File: src/rtl/rv32_mem_pkg.sv
// Shared encodings for the rv32 memory-access stage: access widths,
// branch operations and the bus-transfer FSM state.
package rv32_mem_pkg;

  localparam logic [1:0] MEM_WIDTH_BYTE = 2'b00;
  localparam logic [1:0] MEM_WIDTH_HALF = 2'b01;
  localparam logic [1:0] MEM_WIDTH_WORD = 2'b10;

  localparam logic [1:0] BRANCH_OP_NEVER    = 2'b00;
  localparam logic [1:0] BRANCH_OP_ZERO     = 2'b01;
  localparam logic [1:0] BRANCH_OP_NON_ZERO = 2'b10;
  localparam logic [1:0] BRANCH_OP_ALWAYS   = 2'b11;

  typedef enum logic {
    STATE_IDLE = 1'b0,
    STATE_WAIT = 1'b1
  } mem_state_t;

  // Branch decision from the ALU result (comparison already folded into result).
  function automatic logic branch_cond(input logic [1:0] op, input logic [31:0] result);
    case (op)
      BRANCH_OP_ZERO:     branch_cond = (result == 32'd0);
      BRANCH_OP_NON_ZERO: branch_cond = (result != 32'd0);
      BRANCH_OP_ALWAYS:   branch_cond = 1'b1;
      default:            branch_cond = 1'b0;
    endcase
  endfunction

endpackage

File: src/rtl/rv32_mem_align.sv
// Byte-lane logic: store strobes and shifting, load extraction and
// extension, and misalignment detection. Purely combinational.
module rv32_mem_align
  import rv32_mem_pkg::*;
(
  input  logic [1:0]  width,
  input  logic        zero_extend,
  input  logic [1:0]  offset,
  input  logic [31:0] store_value,
  input  logic [31:0] load_raw,
  output logic [3:0]  write_mask,
  output logic [31:0] write_value,
  output logic [31:0] load_value,
  output logic        misaligned
);

  logic [4:0]  shamt;
  logic [31:0] load_shifted;

  assign shamt = {offset, 3'b000};

  // Lane placement for stores and lane extraction for loads; reserved width acts as word.
  always_comb begin
    write_mask   = 4'b1111;
    misaligned   = 1'b0;
    write_value  = store_value << shamt;
    load_shifted = load_raw >> shamt;
    load_value   = load_shifted;
    case (width)
      MEM_WIDTH_BYTE: begin
        write_mask = 4'b0001 << offset;
        load_value = zero_extend ? {24'd0, load_shifted[7:0]}
                                 : {{24{load_shifted[7]}}, load_shifted[7:0]};
      end
      MEM_WIDTH_HALF: begin
        write_mask = 4'b0011 << offset;
        misaligned = offset[0];
        load_value = zero_extend ? {16'd0, load_shifted[15:0]}
                                 : {{16{load_shifted[15]}}, load_shifted[15:0]};
      end
      default: begin
        misaligned = (offset != 2'b00);
      end
    endcase
  end

endmodule

File: src/rtl/rv32_mem.sv
// rv32 memory-access pipeline stage: issues bus requests for loads and
// stores, stalls upstream while a transfer is outstanding, resolves the
// branch and registers the result for writeback.
//
// Bus handshake: data_read_out / data_write_out act as "valid" and are held
// stable (upstream is stalled) until the cycle data_ready_in is 1; that cycle
// the transfer completes, read data is sampled, and the stage retires.
module rv32_mem
  import rv32_mem_pkg::*;
(
  input  logic        clk,
  input  logic        reset_n,
  input  logic        valid_in,
  input  logic        mem_read_en_in,
  input  logic        mem_write_en_in,
  input  logic [1:0]  mem_width_in,
  input  logic        mem_zero_extend_in,
  input  logic [1:0]  branch_op_in,
  input  logic [4:0]  rd_in,
  input  logic        rd_writeback_in,
  input  logic [31:0] result_in,
  input  logic [31:0] rs2_value_in,
  input  logic [31:0] branch_pc_in,
  output logic [29:0] data_address_out,
  output logic        data_read_out,
  output logic        data_write_out,
  output logic [3:0]  data_write_mask_out,
  output logic [31:0] data_write_value_out,
  input  logic [31:0] data_read_value_in,
  input  logic        data_ready_in,
  output logic        stall_out,
  output logic        branch_taken_out,
  output logic [31:0] branch_pc_out,
  output logic        misaligned_out,
  output logic [4:0]  rd_out,
  output logic        rd_writeback_out,
  output logic [31:0] rd_value_out,
  output logic        state_debug
);

  mem_state_t  state, state_next;
  logic        misaligned;
  logic        mem_op;
  logic        mem_misaligned;
  logic        access;
  logic        is_load;
  logic [31:0] load_value;

  rv32_mem_align u_align (
    .width       (mem_width_in),
    .zero_extend (mem_zero_extend_in),
    .offset      (result_in[1:0]),
    .store_value (rs2_value_in),
    .load_raw    (data_read_value_in),
    .write_mask  (data_write_mask_out),
    .write_value (data_write_value_out),
    .load_value  (load_value),
    .misaligned  (misaligned)
  );

  assign mem_op         = valid_in & (mem_read_en_in | mem_write_en_in);
  assign mem_misaligned = mem_op & misaligned;
  assign access         = mem_op & ~misaligned;
  // Read and write together is treated as a write.
  assign is_load        = access & mem_read_en_in & ~mem_write_en_in;

  // Requests drop immediately under reset so an aborted transfer is not seen.
  assign data_address_out = result_in[31:2];
  assign data_read_out    = reset_n & is_load;
  assign data_write_out   = reset_n & access & mem_write_en_in;
  assign stall_out        = reset_n & access & ~data_ready_in;
  assign state_debug      = state;

  // FSM state register.
  always_ff @(posedge clk or negedge reset_n) begin
    if (!reset_n) state <= STATE_IDLE;
    else          state <= state_next;
  end

  // Next state: park in WAIT while a request is outstanding.
  always_comb begin
    state_next = state;
    case (state)
      STATE_IDLE: if (access && !data_ready_in) state_next = STATE_WAIT;
      STATE_WAIT: if (data_ready_in || !access) state_next = STATE_IDLE;
      default:    state_next = STATE_IDLE;
    endcase
  end

  // Writeback registers: retire when not stalled, otherwise present a bubble.
  always_ff @(posedge clk or negedge reset_n) begin
    if (!reset_n) begin
      rd_out           <= 5'd0;
      rd_writeback_out <= 1'b0;
      rd_value_out     <= 32'd0;
      branch_taken_out <= 1'b0;
      branch_pc_out    <= 32'd0;
      misaligned_out   <= 1'b0;
    end else if (stall_out) begin
      rd_writeback_out <= 1'b0;
      branch_taken_out <= 1'b0;
      misaligned_out   <= 1'b0;
    end else begin
      rd_out           <= rd_in;
      rd_writeback_out <= valid_in & ~mem_misaligned & rd_writeback_in;
      rd_value_out     <= is_load ? load_value : result_in;
      branch_taken_out <= valid_in & ~mem_misaligned & branch_cond(branch_op_in, result_in);
      branch_pc_out    <= branch_pc_in;
      misaligned_out   <= mem_misaligned;
    end
  end

endmodule
File: config.mk
export PLATFORM = sky130hd
export DESIGN_NAME = rv32_mem
export DESIGN_NICKNAME = d
export VERILOG_FILES = /design/src/rtl/rv32_mem_pkg.sv /design/src/rtl/rv32_mem_align.sv /design/src/rtl/rv32_mem.sv
export SDC_FILE = /design/constraint.sdc
export NUM_CORES = 1
export LEC_CHECK = 0
export ABC_AREA = 1
export CORE_MARGIN = 4
export CORE_UTILIZATION = 38
export DETAILED_ROUTE_END_ITERATION = 8
export PLACE_DENSITY = 0.92
export SYNTH_ARGS = -nofsm -noshare
export SYNTH_HDL_FRONTEND = slang
export SYNTH_HIERARCHICAL = 1
export SYNTH_SLANG_ARGS = --single-unit
File: constraint.sdc
create_clock -name clk -period 2.2 [get_ports clk]
set_input_delay 0.44 -clock clk [delete_from_list [all_inputs] [get_ports clk]]
set_output_delay 0.44 -clock clk [all_outputs]
set_load 0.1 [all_outputs]
# After elaboration in Yosys (flattened, before gate mapping)
# Cells that the tools add are included.
[word_totals]
ff_bits = 73
in_bits = 145
output_inout_bits = 142
wordCells = 55
[op_classes]
eq_ne = 4
shifts = 4
mux = 14
n_bitwise = 18
n_reduce_logical = 8
[op_table]
columns = ["op", "n"]
rows = [
  ["32-bit two-way mux", 3],
  ["32-bit case mux with 2 select lines", 1],
  ["32-bit zero test", 1],
  ["32-bit nonzero test", 1],
  ["32-bit by 5-bit << shifter with 32-bit output", 1],
  ["32-bit by 5-bit >> shifter with 32-bit output", 1],
  ["1-bit bitwise AND", 12],
  ["4-bit case mux with 2 select lines", 1],
  ["1-bit two-way mux", 6],
  ["1-bit NOT", 5],
  ["2-bit by 1-bit equality test with 1-bit output, second input constant", 2],
  ["2-bit equality test, second input constant", 2],
  ["1-bit case mux with 2 select lines", 2],
  ["1-bit by 2-bit << shifter with 4-bit output, first input constant", 1],
  ["2-bit by 2-bit << shifter with 4-bit output, first input constant", 1],
  ["1-bit case mux with 3 select lines", 1],
  ["1-bit zero test", 2],
  ["2-bit zero test", 1],
  ["2-bit nonzero test", 1],
  ["1-bit logical AND", 1],
  ["1-bit logical OR", 1],
  ["1-bit OR", 1],
]

# Longest topological paths before layout
[depth]
word_depth = 9
depth_mapped = 11
mapped_depth_nobuf = 10

# Modules after synthesis
# The synthesis kept the hierarchy.
[by_module_without_submodules]
columns = ["mod", "n_inst", "cells_each", "area_each_um2", "seq_area_each_um2"]
rows = [
  ["rv32_mem", 1, 446, 3514.6, 1826.8],
  ["rv32_mem_align", 1, 275, 1316.3, 0.0],
]

# Worst setup path after synthesis
# Ideal clock, no wire load.
[synth_timing]
kind = "input to output"
startpoint = "input port result_in[0]"
endpoint = "output port data_write_mask_out[1]"
arrival_time_ps = 3008
required_time_ps = 1760
setup_slack_ps = -1248
cell_stages = 4
n_path_buf = 2
path_cell_list = "buf_6 clkbuf_1 nor2_1 o21ai_0"
[synth_between]
elab_chain_cells = 2
elab_cells_between_ends = 3
classes_between = "shift (2); mux (1)"
[synth_rtl]
columns = ["item", "line_no", "rtl"]
rows = [
  ["start: declaration", "rv32_mem.sv:21", "input logic [31:0] result_in,"],
  ["2-bit by 2-bit << shifter with 4-bit output / 1-bit by 2-bit << shifter with 4-bit output (equally long branches)", "rv32_mem_align.sv:36, rv32_mem_align.sv:31", ""],
  ["4-bit case mux with 2 select lines *", "rv32_mem_align.sv:29", "case (width)"],
  ["end: declaration", "rv32_mem.sv:27", "output logic [3:0] data_write_mask_out,"],
]
# Every way passes the cells marked *; elsewhere a longest branch is shown, timed or not.

# Worst setup path in the final report
[layout_timing]
startpoint = "input port mem_width_in[0]"
endpoint = "output port data_read_out"
[layout_between]
elab_chain_cells = 7
elab_cells_between_ends = 8
classes_between = "eq/ne (1); mux (1); bitwise (5); reduce/logical (1)"
[layout_rtl]
columns = ["item", "line_no", "rtl"]
rows = [
  ["start: declaration", "rv32_mem.sv:16", "input logic [1:0] mem_width_in,"],
  ["2-bit by 1-bit equality test with 1-bit output / 2-bit zero test (equally long branches)", "rv32_mem_align.sv:29", ""],
  ["1-bit case mux with 2 select lines *", "rv32_mem_align.sv:29", ""],
  ["net misaligned", "rv32_mem.sv:42", "logic misaligned;"],
  ["1-bit NOT *", "rv32_mem.sv:63", "assign access = mem_op & ~misaligned;"],
  ["1-bit bitwise AND *", "rv32_mem.sv:63", ""],
  ["1-bit bitwise AND * (2 in series)", "rv32_mem.sv:65", "assign is_load = access & mem_read_en_in & ~mem_write_en_in;"],
  ["1-bit bitwise AND *", "rv32_mem.sv:69", "assign data_read_out = reset_n & is_load;"],
  ["end: declaration", "rv32_mem.sv:25", "output logic data_read_out,"],
]
# Mark *: on every way through the listed nets, which the timed path passes. The rest lies on a longest branch.

==> summary.md <==
| Metric | Value |
|---|---|
| Outcome | finished clean |
| Critical path startpoint category | input pin |
| Reg2reg start | rd_value_out[15] |
| Crit path time final | 2147 ps |
| Worst-Skew Late Latency | 330 ps |
| Remaining Overflow, GRT | 0 |
| Max-slew violations | 0 |
| Worst setup EP type | primary output |
| Post-Synth Adder-Cell Area | 0 |
| Worst setup margin | 52.99 ps |
| Iteration-0 DRC Markers | 528 |
| Yosys reg bits | 73 |
| Ys Warns | 6 |
| Reg area | 0.001827 mm^2 |
| # setup viols final | 0 |
| Number of global-route vias before repair | 5657 |
| Post-Syn Area | 0.004831 mm^2 |
| Core area | 0.01221 mm^2 |
| H-tree depth | 3 |
| Vias per std cell | 5.067 |
| Slew at the pin with the worst max-slew slack | 587.5 ps |
| Clock Path Buffers | 2 |
| CP Data Required Time | 1760 ps |
| Distinct cells, synth | 27 |
| Via count | 5893 |
| Critical path fanouts, max | 3 |
| Io pins | 287 |
| Maxcap violations | 0 |
| Pwr dens | 679.9 mW/mm^2 |
| Mux cell area share after synthesis | 0 |
| Leakage | 0.004259 uW |
| CTS tree | done |
| Psw | 2604 uW |
| Compound-Gate Fraction of Synth Area | 0.1518 |
| Logic pwr share | 0.469 |
| Die height | 120.8 um |
| Largest net degree at the start of global routing | 49 |
| Crit-path cells | dlygate4sd2_1 > inv_2 > nor2_2 > nand2_2 > a21oi_1 > buf_4 > inv_2 > nand4_1 > nor2_4 > buf_12 |
| Top post-synthesis cells by area | dfrtp_1, nand2_1, o21ai_0, nor2_1, buf_4 |
| Final Core Density | 0.7295 |
| RePlAce Congestion | 0.9123 |
| Post-route cell area | 0.008909 mm^2 |
| Layout Cells excl Fill | 1163 |
| Row cnt | 40 |
| Most frequent CP cell | inv_2 |
| DRC viols | 0 |
| Synth Area in XOR/XNOR | 0 |
| VDD IR max | 0.3592 mV |
| Synthesis-to-layout area growth | 84.41% |
| FF-to-FF setup slack | 1480 ps |
| Mapped Nets | 866 |
| TritonRoute pass-1 iters | 5 |
| Drt wl/cell | 17.60 um |
| Post-Synth Simple-Gate Area | 0.3155 |
| Clk pwr share | 0.282 |
| Final Skew | 0 ps |
| Sequential share of the synthesized area | 0.3781 |
| Rel. slew slack | 0.6084 |
| Post-layout nets | 1133 |
| Share of post-route cells with drive strength above 1 | 0.2608 |
| Gate Count Post-Synth | 721 |
| Final ANT Viol Nets | 0 |
| Clock slew at reported path FFs | 60 ps |
| Die area | 0.01458 mm^2 |
| RSZ-0062 raised after global routing | no |
| Maximum clock frequency | 0.4658 GHz |
| Root Driver | clkbuf_16 |
| Area of the multi-input gates | 0.002536 mm^2 |
| Setup TNS | 0 ps |
| Worst EP arrival | 1710 ps |
| Starting Density | 0.3956 |
| Final hold violation count | 0 |
| Dpl ws | -280.8 ps |
| Switching share of power | 0.4299 |
| CTS sink cnt | 73 |
| I/O Buffers | 286 |
| Final HPWL DP | 16800 um |
| Post-route clock period utilization | 0.9759 |
| First-pass GRT wire length | 31010 um |
| Largest stage delay, worst path | 250 ps |
| Placed Instance Area | 0.008526 mm^2 |
| Total GRT Usage | 0.2738 |
| Fillers | 882 |
| Slowest cell on the critical path | dlygate4sd2_1 |
| Synth top area share | 0.3781 |
| Placed cell count | 1142 |
| Area leader, netlist | dfrtp_1 |
| R2R cell count | 2 |
| Final WL | 20470 um |
| Initial antenna violation count | 2 |
| Die Wd | 120.8 um |
| Internal power | 3453 uW |
| Largest family of logic cells by synthesized area | simple AND/OR/NAND/NOR gates |
| Hold Crit Class | input pin to async pin |
| Mean area per synthesized cell | 6.700 um^2 |
| Reg-to-Reg End | rd_value_out[15] |
| Crit Path Class | input pin to primary output |
| CTS buffer count | 9 |
| Seq pwr share | 0.249 |
[repair_timing]
action,4_1_cts,5_1_grt
hold buffers,1,0
endpoints found under the setup margin,3,2
pin swaps,3,2
buffers inserted,2,0
endpoints found under the hold margin,8,0
gates resized for setup,5,0
[power by group through the flow]
stage | Sequential [uW] | Combinational (uW) | Clock [uW]
after global placement | 1520 | 2800 | 0
after detailed placement | 1530 | 2840 | 0
after CTS | 1510 | 2850 | 1720
final | 1510 | 2840 | 1710
after global routing | 1520 | 2940 | 1780
after floorplan | 2300 | 1070 | 0
[metal layers]
metal  vias up  GRT usage  wire length [um]
met5         -          0                 0
met4         0    0.08994               489
met3        41     0.1001              2301
met2       332     0.4946             10560
met1      2730     0.2954              7112
li1       2790          -                 -
[area by class of cell]
cell class / count / area share
diodes: 2 / 0.0005618
repair buffers: 330 / 0.4209
clock inverters: 6 / 0.01292
inverters: 60 / 0.02542
flip-flops and latches: 73 / 0.2051
well taps: 168 / 0.02360
multi-input cells: 514 / 0.2847
clock buffers: 10 / 0.02683
[cells by family after synthesis]
kind of cell / Yosys count
AND/OR/NAND/NOR: 377
flip-flops: 73
AO/OA/AOI/OAI: 137
buffers and inverters: 134
[cell usage in the layout, fill, tap and decap left out, drive strengths merged]
| master | Yosys | routed |
|---|---|---|
| nand2 | 270 | 270 |
| buf | 64 | 188 |
| clkdlybuf4s50 | 0 | 138 |
| o21ai | 93 | 93 |
| dfrtp | 73 | 73 |
| nor2 | 68 | 68 |
| inv | 59 | 59 |
| nand3 | 32 | 32 |
| a21oi | 21 | 21 |
| clkbuf | 10 | 10 |
| a22oi | 8 | 8 |
| o22ai | 8 | 8 |
| o211ai | 7 | 7 |
| bufinv | 0 | 3 |
| dlygate4sd2 | 0 | 3 |
| clkinv | 1 | 3 |
| diode | 0 | 2 |
| nor3 | 2 | 2 |
| nand4 | 1 | 1 |
| nor4 | 1 | 1 |
| nor3b | 1 | 1 |
| clkinvlp | 0 | 1 |
| dlygate4sd3 | 0 | 1 |
| and2 | 1 | 1 |
| or2 | 1 | 1 |
[synth_stat cells]
cell	number
nor2_1	67
nor4_1	1
inv_1	54
a22oi_1	8
nand2_2	3
nand3_4	1
clkbuf_1	10
nand2_1	267
buf_2	18
nand4_1	1
nand3_2	5
a21oi_1	21
nor3b_1	1
dfrtp_1	73
or2_2	1
and2_1	1
o211ai_1	7
buf_6	13
inv_2	5
o22ai_1	8
nor3_1	2
o21ai_0	84
nand3_1	26
nor2_4	1
o21ai_1	9
clkinv_1	1
buf_4	33
[sequential cells by signal (all words and copies together), names as in the netlist]
signal and flops:
rd_writeback_out 1, misaligned_out 1, state_debug 1, branch_taken_out 1, rd_value_out 32, branch_pc_out 32, rd_out 5
[metrics by stage]
stage	hold WS [ps]	power [uW]
finish	134.2	6057
global route	145.6	6242
CTS	129.4	6078
detailed placement	286.7	4368
global placement	288.1	4328
floorplan	144.4	3366
[worst max-delay path by stage]
stage          cells after the start       startpoint                endpoint  slack (ps)
2_1_floorplan                      4     result_in[0]  data_write_mask_out[2]        -460
3_3_place_gp                       9  mem_width_in[1]           data_read_out        -250
3_5_place_dp                      12  mem_width_in[0]         rd_value_out[3]        -280
4_1_cts                           10  mem_width_in[0]           data_read_out          50
5_1_grt                           10  mem_width_in[0]           data_read_out         0.7
6_report                          10  mem_width_in[0]           data_read_out          50
[critical path, delay by kind of cell]
family,cells,cell delay (ps)
buf+inv,5,720
simple gates,4,480
compound gates,1,60
(Power assumes the default switching activity.)
